File: config.mk
export PLATFORM = sky130hd
export DESIGN_NAME = cache_fill_fsm_flat
export DESIGN_NICKNAME = d
export VERILOG_FILES = /design/src/rtl/cache_fill_fsm_if.sv /design/src/rtl/cache_fill_fsm.sv /design/src/flat_wrapper.sv
export SDC_FILE = /design/constraint.sdc
export NUM_CORES = 1
export LEC_CHECK = 0
export BUFFER_PORTS_ARGS = -buffer_cell sky130_fd_sc_hd__buf_4
export CAP_MARGIN = 25
export CORE_UTILIZATION = 42
export CTS_BUF_LIST = sky130_fd_sc_hd__clkbuf_8
export DETAILED_ROUTE_END_ITERATION = 7
export GPL_TIMING_DRIVEN = 0
export HOLD_SLACK_MARGIN = 0.06
export PLACE_DENSITY_LB_ADDON = 0.15
export SLEW_MARGIN = 10
export SYNTH_ARGS = -nofsm -noshare
export SYNTH_HDL_FRONTEND = slang
export SYNTH_SLANG_ARGS = --single-unit
File: constraint.sdc
create_clock -name clk -period 2.15 [get_ports clk]
set_clock_uncertainty 0.1 [all_clocks]
set_input_delay 0.43 -clock clk [delete_from_list [all_inputs] [get_ports clk]]
set_output_delay 0.43 -clock clk [all_outputs]
set_load 0.005 [all_outputs]
File: src/rtl/cache_fill_fsm_if.sv
// ============================================================================
// Module      : cache_fill_fsm_if
// Description : Miss-request, memory-read and cache-write signals of the
//               cache block-fill controller, bundled with master/slave views.
// Revision    : 1.0 - initial release
// ============================================================================
`default_nettype none

interface cache_fill_fsm_if #(
    parameter int ADDR_WIDTH      = 16,
    parameter int WORDS_PER_BLOCK = 8
);
    localparam int c_OFF_W = (WORDS_PER_BLOCK > 1) ? $clog2(WORDS_PER_BLOCK) : 1;

    logic                  miss_detected;
    logic [ADDR_WIDTH-1:0] miss_address;
    logic [15:0]           memory_data;
    logic                  memory_data_valid;
    logic [ADDR_WIDTH-1:0] memory_address;
    logic                  mem_enable;
    logic                  fsm_busy;
    logic                  write_data_array;
    logic [c_OFF_W-1:0]    cache_word_offset;
    logic [15:0]           cache_write_data;
    logic                  write_tag_array;
    logic                  fill_error;

    // The fill controller is the master; cache/memory environment is the slave.
    modport master (
        input  miss_detected, miss_address, memory_data, memory_data_valid,
        output memory_address, mem_enable, fsm_busy, write_data_array,
               cache_word_offset, cache_write_data, write_tag_array, fill_error
    );

    modport slave (
        output miss_detected, miss_address, memory_data, memory_data_valid,
        input  memory_address, mem_enable, fsm_busy, write_data_array,
               cache_word_offset, cache_write_data, write_tag_array, fill_error
    );
endinterface

`default_nettype wire

File: src/rtl/cache_fill_fsm.sv
// ============================================================================
// Module      : cache_fill_fsm
// Description : Cache block-fill controller. Issues one word read per cycle
//               and writes returned words into the data array by counting
//               memory_data_valid pulses. Optional watchdog abort enabled by
//               macro CACHE_FILL_TIMEOUT_EN.
// Revision    : 1.0 - initial release
// ============================================================================
`default_nettype none

module cache_fill_fsm #(
    parameter int ADDR_WIDTH      = 16,
    parameter int WORDS_PER_BLOCK = 8
) (
    input  wire logic         clk,
    input  wire logic         rst,
    cache_fill_fsm_if.master  bus
);

    localparam int c_OFF_W = (WORDS_PER_BLOCK > 1) ? $clog2(WORDS_PER_BLOCK) : 1;
    localparam int c_CNT_W = c_OFF_W + 1;
    localparam int c_LSB_W = c_OFF_W + 1;

    localparam logic [c_CNT_W-1:0]    c_WORDS     = c_CNT_W'(WORDS_PER_BLOCK);
    localparam logic [c_CNT_W-1:0]    c_WORDS_M1  = c_CNT_W'(WORDS_PER_BLOCK - 1);
    localparam logic [c_OFF_W-1:0]    c_LAST_OFF  = c_OFF_W'(WORDS_PER_BLOCK - 1);
    localparam logic [ADDR_WIDTH-1:0] c_BASE_MASK = {ADDR_WIDTH{1'b1}} << c_LSB_W;
    localparam logic [ADDR_WIDTH-1:0] c_ADDR_STEP = ADDR_WIDTH'(2);

    typedef enum logic [0:0] {
        S_IDLE = 1'b0,
        S_FILL = 1'b1
    } state_t;

    state_t                r_state, w_state_next;
    logic [ADDR_WIDTH-1:0] r_addr,  w_addr_next;
    logic [c_CNT_W-1:0]    r_issue, w_issue_next;
    logic [c_OFF_W-1:0]    r_recv,  w_recv_next;
    logic                  w_issuing;
    logic                  w_write;
    logic                  w_last;
    logic                  w_abort;

    always_ff @(posedge clk or negedge rst) begin
        if (!rst) begin
            r_state <= S_IDLE;
            r_addr  <= '0;
            r_issue <= '0;
            r_recv  <= '0;
        end else begin
            r_state <= w_state_next;
            r_addr  <= w_addr_next;
            r_issue <= w_issue_next;
            r_recv  <= w_recv_next;
        end
    end

    // r_addr is the live request address: it stops advancing on the last
    // request so it holds that address once issuing is complete.
    always_comb begin
        w_state_next = r_state;
        w_addr_next  = r_addr;
        w_issue_next = r_issue;
        w_recv_next  = r_recv;
        w_issuing    = 1'b0;
        w_write      = 1'b0;
        w_last       = 1'b0;
        case (r_state)
            S_IDLE: begin
                if (bus.miss_detected) begin
                    w_state_next = S_FILL;
                    w_addr_next  = bus.miss_address & c_BASE_MASK;
                    w_issue_next = '0;
                    w_recv_next  = '0;
                end
            end
            S_FILL: begin
                w_issuing = (r_issue < c_WORDS);
                if (w_issuing) begin
                    w_issue_next = r_issue + c_CNT_W'(1);
                    if (r_issue < c_WORDS_M1) begin
                        w_addr_next = r_addr + c_ADDR_STEP;
                    end
                end
                w_write = bus.memory_data_valid;
                w_last  = bus.memory_data_valid && (r_recv == c_LAST_OFF);
                if (bus.memory_data_valid) begin
                    w_recv_next = r_recv + c_OFF_W'(1);
                end
                if (w_last || w_abort) begin
                    w_state_next = S_IDLE;
                    w_recv_next  = '0;
                end
            end
            default: begin
                w_state_next = S_IDLE;
            end
        endcase
    end

`ifdef CACHE_FILL_TIMEOUT_EN
    logic [4:0] r_wdog;
    logic [4:0] w_wdog_next;

    // Counts consecutive FILL cycles without a valid; abort fires in the
    // cycle the count reaches 31.
    always_comb begin
        w_wdog_next = bus.memory_data_valid ? 5'd0 : (r_wdog + 5'd1);
    end

    assign w_abort = (r_state == S_FILL) && (w_wdog_next == 5'd31);

    always_ff @(posedge clk or negedge rst) begin
        if (!rst) begin
            r_wdog <= '0;
        end else if (r_state == S_IDLE) begin
            r_wdog <= '0;
        end else begin
            r_wdog <= w_wdog_next;
        end
    end

    assign bus.fill_error = w_abort;
`else
    assign w_abort        = 1'b0;
    assign bus.fill_error = 1'b0;
`endif

    assign bus.mem_enable        = w_issuing;
    assign bus.memory_address    = r_addr;
    assign bus.fsm_busy          = (r_state == S_FILL);
    assign bus.write_data_array  = w_write;
    assign bus.cache_word_offset = r_recv;
    assign bus.cache_write_data  = bus.memory_data;
    assign bus.write_tag_array   = w_last;

endmodule

`default_nettype wire
File: src/flat_wrapper.sv
// flat-port wrapper written by rule: the top's interface ports become plain ports
module cache_fill_fsm_flat 
#(
    parameter int ADDR_WIDTH      = 16,
    parameter int WORDS_PER_BLOCK = 8
)
  (clk, rst, bus_miss_detected, bus_miss_address, bus_memory_data, bus_memory_data_valid, bus_memory_address, bus_mem_enable, bus_fsm_busy, bus_write_data_array, bus_cache_word_offset, bus_cache_write_data, bus_write_tag_array, bus_fill_error);
  cache_fill_fsm_if #(.ADDR_WIDTH(ADDR_WIDTH), .WORDS_PER_BLOCK(WORDS_PER_BLOCK)) bus_i ();
  input  wire logic clk;
  input  wire logic rst;
  input wire logic [$bits(bus_i.miss_detected)-1:0] bus_miss_detected;
  input wire logic [$bits(bus_i.miss_address)-1:0] bus_miss_address;
  input wire logic [$bits(bus_i.memory_data)-1:0] bus_memory_data;
  input wire logic [$bits(bus_i.memory_data_valid)-1:0] bus_memory_data_valid;
  output wire logic [$bits(bus_i.memory_address)-1:0] bus_memory_address;
  output wire logic [$bits(bus_i.mem_enable)-1:0] bus_mem_enable;
  output wire logic [$bits(bus_i.fsm_busy)-1:0] bus_fsm_busy;
  output wire logic [$bits(bus_i.write_data_array)-1:0] bus_write_data_array;
  output wire logic [$bits(bus_i.cache_word_offset)-1:0] bus_cache_word_offset;
  output wire logic [$bits(bus_i.cache_write_data)-1:0] bus_cache_write_data;
  output wire logic [$bits(bus_i.write_tag_array)-1:0] bus_write_tag_array;
  output wire logic [$bits(bus_i.fill_error)-1:0] bus_fill_error;
  assign bus_i.miss_detected = bus_miss_detected;
  assign bus_i.miss_address = bus_miss_address;
  assign bus_i.memory_data = bus_memory_data;
  assign bus_i.memory_data_valid = bus_memory_data_valid;
  assign bus_memory_address = bus_i.memory_address;
  assign bus_mem_enable = bus_i.mem_enable;
  assign bus_fsm_busy = bus_i.fsm_busy;
  assign bus_write_data_array = bus_i.write_data_array;
  assign bus_cache_word_offset = bus_i.cache_word_offset;
  assign bus_cache_write_data = bus_i.cache_write_data;
  assign bus_write_tag_array = bus_i.write_tag_array;
  assign bus_fill_error = bus_i.fill_error;
  cache_fill_fsm #(.ADDR_WIDTH(ADDR_WIDTH), .WORDS_PER_BLOCK(WORDS_PER_BLOCK)) u_core (.clk(clk), .rst(rst), .bus(bus_i));
endmodule
After elaboration in Yosys (flattened, before gate mapping)
Cells that the tools add are included.
{"block": "totals", "word_cells": 36, "ff_bits": 24, "in_bits": 36, "output_inout_bits": 40}
{"block": "classes", "bitwise_logic": 1, "n_addsub": 3, "n_lt_le_gt_ge": 2, "mux": 17, "n_eq_ne": 5, "n_reduce_logical": 4}
{"op": "two-way mux 16 bit", "count": 3}
{"op": "case mux 16 bit (2 select lines)", "count": 1}
{"op": "adder 16 x 2 -> 16 bit, second input constant", "count": 1}
{"op": "two-way mux 3 bit", "count": 3}
{"op": "two-way mux 4 bit", "count": 2}
{"op": "case mux 4 bit (2 select lines)", "count": 1}
{"op": "!= test 2 bit, second input constant", "count": 3}
{"op": "case mux 3 bit (2 select lines)", "count": 1}
{"op": "two-way mux 1 bit", "count": 5}
{"op": "adder 4 x 1 -> 4 bit, second input constant", "count": 1}
{"op": "less-than comparator 4 x 3 -> 1 bit, second input constant", "count": 1}
{"op": "less-than comparator 4 bit, second input constant", "count": 1}
{"op": "AND reduction 2 bit", "count": 2}
{"op": "adder 3 x 1 -> 3 bit, second input constant", "count": 1}
{"op": "== test 3 bit, second input constant", "count": 1}
{"op": "!= test 3 bit, second input constant", "count": 1}
{"op": "AND reduction 3 bit", "count": 1}
{"op": "case mux 1 bit (2 select lines)", "count": 1}
{"op": "logical AND 1 bit", "count": 1}
{"op": "NOT 1 bit", "count": 1}

Depth between registers and ports, before layout
{"block": "logic_depth", "ltp_word": 4, "depth_mapped": 8, "ltp_nobuf": 6}

Worst setup path after synthesis
OpenSTA, ideal clock, no wires.
{"block": "synth_timing", "kind": "flip-flop to flip-flop", "from": "register u_core.r_issue[0]", "to": "register u_core.r_addr[10] (netlist: u_core.bus.memory_address[10])", "required_time_ps": 1924, "path_buffers": 0, "slack_ps": 494, "path_stages_with_launch": 7, "setup_ps": 126, "arrival_time_ps": 1430, "synth_period_minus_slack_ps": 1656, "cell_sequence": "dfrtp_1 -> ha_1 -> nand2_1 -> and2_4 -> nand3_2 -> a21o_1 -> a221o_1"}
{"block": "synth_via", "elab_chain_len": 3, "elab_cells_between_ends": 5, "cone_classes": "2 x order compare; 2 x eq/ne; 1 x reduce/logical"}
{"element": "start: declaration", "line": "cache_fill_fsm.sv:37", "text": "logic [c_CNT_W-1:0] r_issue, w_issue_next;"}
{"element": "start signal: assignment", "line": "cache_fill_fsm.sv:53", "text": "r_issue <= w_issue_next;"}
{"element": "less-than comparator 4 x 3 -> 1 bit or less-than comparator 4 bit (tied branches)", "line": "cache_fill_fsm.sv:81, cache_fill_fsm.sv:78"}
{"element": "!= test 2 bit (no line)"}
{"element": "AND reduction 3 bit (no line) (*)"}
{"element": "end signal: assignment", "line": "cache_fill_fsm.sv:52", "text": "r_addr <= w_addr_next;"}
{"element": "end: declaration", "line": "cache_fill_fsm.sv:36", "text": "logic [ADDR_WIDTH-1:0] r_addr, w_addr_next;"}
Mark *: on every way between the ends. The rest lies on a longest branch, timed or not.
A chain may end at the register's enable or synchronous reset.

Final worst setup path
{"block": "layout_timing", "from": "register u_core.r_recv[0] (netlist: u_core.bus.cache_word_offset[0])", "to": "output port bus_write_tag_array"}
{"block": "layout_via", "elab_chain_len": 3}
{"element": "start: declaration", "line": "cache_fill_fsm.sv:38", "text": "logic [c_OFF_W-1:0] r_recv, w_recv_next;"}
{"element": "start signal: assignment", "line": "cache_fill_fsm.sv:54", "text": "r_recv <= w_recv_next;"}
{"element": "== test 3 bit", "line": "cache_fill_fsm.sv:86", "text": "w_last = bus.memory_data_valid && (r_recv == c_LAST_OFF);"}
{"element": "logical AND 1 bit", "line": "cache_fill_fsm.sv:86"}
{"element": "two-way mux 1 bit", "line": "cache_fill_fsm.sv:68", "text": "case (r_state)"}
{"element": "end: declaration", "line": "flat_wrapper.sv:21", "text": "output wire logic [$bits(bus_i.write_tag_array)-1:0] bus_write_tag_array;"}
No other way between the ends.

==> impl_metrics.tcl <==
set metrics [dict create \
    outcome "finished, final reports clean" \
    antenna_cells 0 \
    netlist_instances 165 \
    root_buffer "clkbuf_8" \
    pin_count 76 \
    worstPathMaxFanout 4 \
    initial_utilization_pct 44.70 \
    critPathLaunchType "register" \
    fin_nets 265 \
    cpMostUsedCell "ha_1" \
    viasPerCell 5.178 \
    final_cell_area_mm2 0.002027 \
    port_buffers 53 \
    syn_area_mm2 0.001515 \
    path_delay_family "flip-flops" \
    grt_pass1_wl_um 5444 \
    synth.top_cell.area_share_pct 37.99 \
    wl_per_cell_um 13.13 \
    ys_ff_latch 23 \
    fin_crit_sh_pct 91.93 \
    hpwl_um 2758 \
    fin_setup_tns_ns 0 \
    grt_pass1_vias 1237 \
    slowest_stage "dfrtp_1" \
    slew_headroom_pct 56.52 \
    core-area_mm2 0.003390 \
    tritoncts "yes" \
    synth_cell_types 43 \
    die_h_um 62.07 \
    syn_avg_cell_area_um2 9.183 \
    num_rows 21 \
    drc 0 \
    synth.area.mux_share_pct 1.982 \
    cts.sinks 23 \
    synth_warnings 0 \
    arrival_ns 1.45 \
    power_density_mw_per_mm2 1123 \
    synthTopCellsByArea "dfrtp_1 (38%), buf_4 (9.4%), ha_1 (4.1%), xnor2_1 (4.0%), nand2_1 (4.0%)" \
    grt_use_total_pct 18.91 \
    synth_top_family_by_area "simple AND/OR/NAND/NOR gates" \
    yosys.area_share.xor_xnor_pct 6.358 \
    antenna_found_initial 0 \
    crit_chain "ha_1 > ha_1 > and3_1 > buf_4" \
    rsz0062_at_grt "false" \
    final-setup-viol-count 0 \
    max_freq_mhz 505.9 \
    hold_path_class "primary input to register" \
    ys_seq_area_share_pct 37.99 \
    grt_max_degree 24 \
    via_count 1393 \
    cp.required_ns 1.62 \
    synth_top_cell_by_area "dfrtp_1" \
    cts_buffers 3 \
    max-vdd-ir-drop_mv 0.4910 \
    firstDrtPassIters 5 \
    preCtsSetupSlack_ns 0.3354 \
    die_area_mm2 0.003852 \
    path_clk_slew_ns 0.09 \
    synth_compound_area_share_pct 16.02 \
    clk_latency_ns 0.26 \
    finalHoldViolations 0 \
    power_mw 2.276 \
    maxCapViolCount 0 \
    cts_setup_buffers 0 \
    layout-drive-gt1-share_pct 39.01 \
    crit_buf_inv 1 \
    antenna_left 0 \
    synth_edf_count 0 \
    grt_overflow 0 \
    fillers 305 \
    synthSimpleGateAreaFrac_pct 20.56 \
    worst_pin_slew_ns 0.6498 \
    layout-area-overhead-vs-synth_pct 33.77 \
    timing.final.crit_period_ns 1.977 \
    drt_iter0_drc 109 \
    critPathCaptureType "output port" \
    gp_congestion 0.8199 \
    placed_cells 265 \
    postPlaceCellArea_mm2 0.001974 \
    routed_wl_um 3533 \
    synthFlopType "dfrtp_1" \
    fin_cells 269 \
    postSynth.asyncResetShare_pct 100.0 \
    fin_ws_ns 0.1735 \
    synth_fa_ha_area_share_pct 4.129 \
    die_w_um 62.07 \
    crit_type "register to output port" \
    cts_buffer_depth 2 \
    slowest_delay_ns 0.43 \
    p_leak_nw 0.9627 \
    htreeDepth 1 \
    slew_violations 0 \
]
placed cells by master (no fill, tap or decap), drive strengths merged, types with 4 or more instances in the layout:
cell / Yosys / layout
xnor2: 7 / 7
ha: 5 / 5
nor3: 6 / 6
nor2: 13 / 13
buf: 22 / 75
nand2: 16 / 16
dfrtp: 23 / 23
o21ai: 8 / 8
nand3: 6 / 6
clkbuf: 2 / 4
nand4: 4 / 4
xor2: 4 / 4
inv: 4 / 4
and3: 4 / 4
a21oi: 7 / 7
stage by stage:
step / hold slack, ns / util (%)
after floorplan: 0.03441 / -
final: 0.2985 / 59.80
after global placement: 0.2431 / 58.25
after global routing: 0.2984 / 59.80
after detailed placement: 0.2486 / 58.25
after CTS: 0.2911 / 59.91
final timing paths:
path	startpoint	endpoint	slack, ns	depth (start not counted)
setup / recovery	u_core.bus.cache_word_offset[0]	bus_write_tag_array	0.17	4
hold / removal	bus_miss_address[9]	u_core.bus.memory_address[9]	0.30	3
setup reg to reg	u_core.bus.fsm_busy	u_core.bus.memory_address[10]	0.35	7
hold reg to reg	u_core.bus.memory_address[12]	u_core.bus.memory_address[12]	0.45	1
max in group asynchronous	rst	u_core.bus.memory_address[4]	1.22	2
min in group asynchronous	rst	u_core.bus.memory_address[15]	0.49	2
area by class of cell:
class,count,area (µm²),share of cell area (%)
Clock inverter,1,5.005,0.2469
Clock buffer,3,41.29,2.037
Timing Repair Buffer,54,407.9,20.12
Multi-Input combinational cell,115,750.7,37.04
Buffer,23,173.9,8.580
Inverter,4,15.01,0.7407
Sequential cell,23,575.6,28.40
Tap cell,46,57.56,2.840
synthesized netlist by cell type, types with 2 or more instances:
cell and number:
dfrtp_1 23, buf_4 19, nand2_1 16, nor2_1 12, a21oi_1 7, xnor2_1 7, o21ai_0 6, ha_1 5
nand3_1 5, nor3_1 5, and3_1 4, inv_1 4, nand4_1 4, xor2_1 4, a31o_2 3, and4_1 3
mux2i_1 3, a221o_1 2, a222oi_1 2, a22oi_1 2, and2_1 2, buf_6 2, clkbuf_1 2, nor2b_1 2
o21ai_1 2, o32ai_1 2
metal layers:
metal	wire length [µm]	track usage (%)	vias to the layer above
li1	-	-	681
met1	1572	25.84	645
met2	1686	31.46	65
met3	265	2.899	2
met4	8	4.444	0
met5	0	0	-
where the power goes:
group / total (mW) / internal [mW] / switching, mW / leakage, nW
clock network: 0.266 / 0.129 / 0.137 / 0.0255
registers: 0.878 / 0.621 / 0.257 / 0.266
logic: 1.13 / 0.645 / 0.488 / 0.671
total: 2.28 / 1.39 / 0.882 / 0.963
worst min-delay path: stages:
cell and delay, ns:
buf_4 0.08, a222oi_1 0.07, inv_1 0.05
state kept, by name, summed over array words and instances (netlist names):
name	cells
u_core.bus.memory_address	15
u_core.r_issue	4
u_core.bus.cache_word_offset	3
u_core.bus.fsm_busy	1
kinds of logic (layout without fill, tap and decap cells):
| group | count (synthesis) | in the layout |
|---|---|---|
| simple gates | 59 | 59 |
| compound gates | 35 | 35 |
| buf+inv | 28 | 85 |
| flops | 23 | 23 |
| xor+xnor | 11 | 11 |
| fa+ha+maj | 5 | 5 |
| mux | 3 | 3 |
| other cells | 1 | 2 |
what timing repair did:
| action | in CTS | in global routing |
|---|---|---|
| resized for setup | 0 | 0 |
| endpoints found under the setup margin | 0 | 1 |
| hold buffers | 1 | 0 |
| hold endpoints to repair | 23 | 0 |
(Power assumes the default switching activity.)
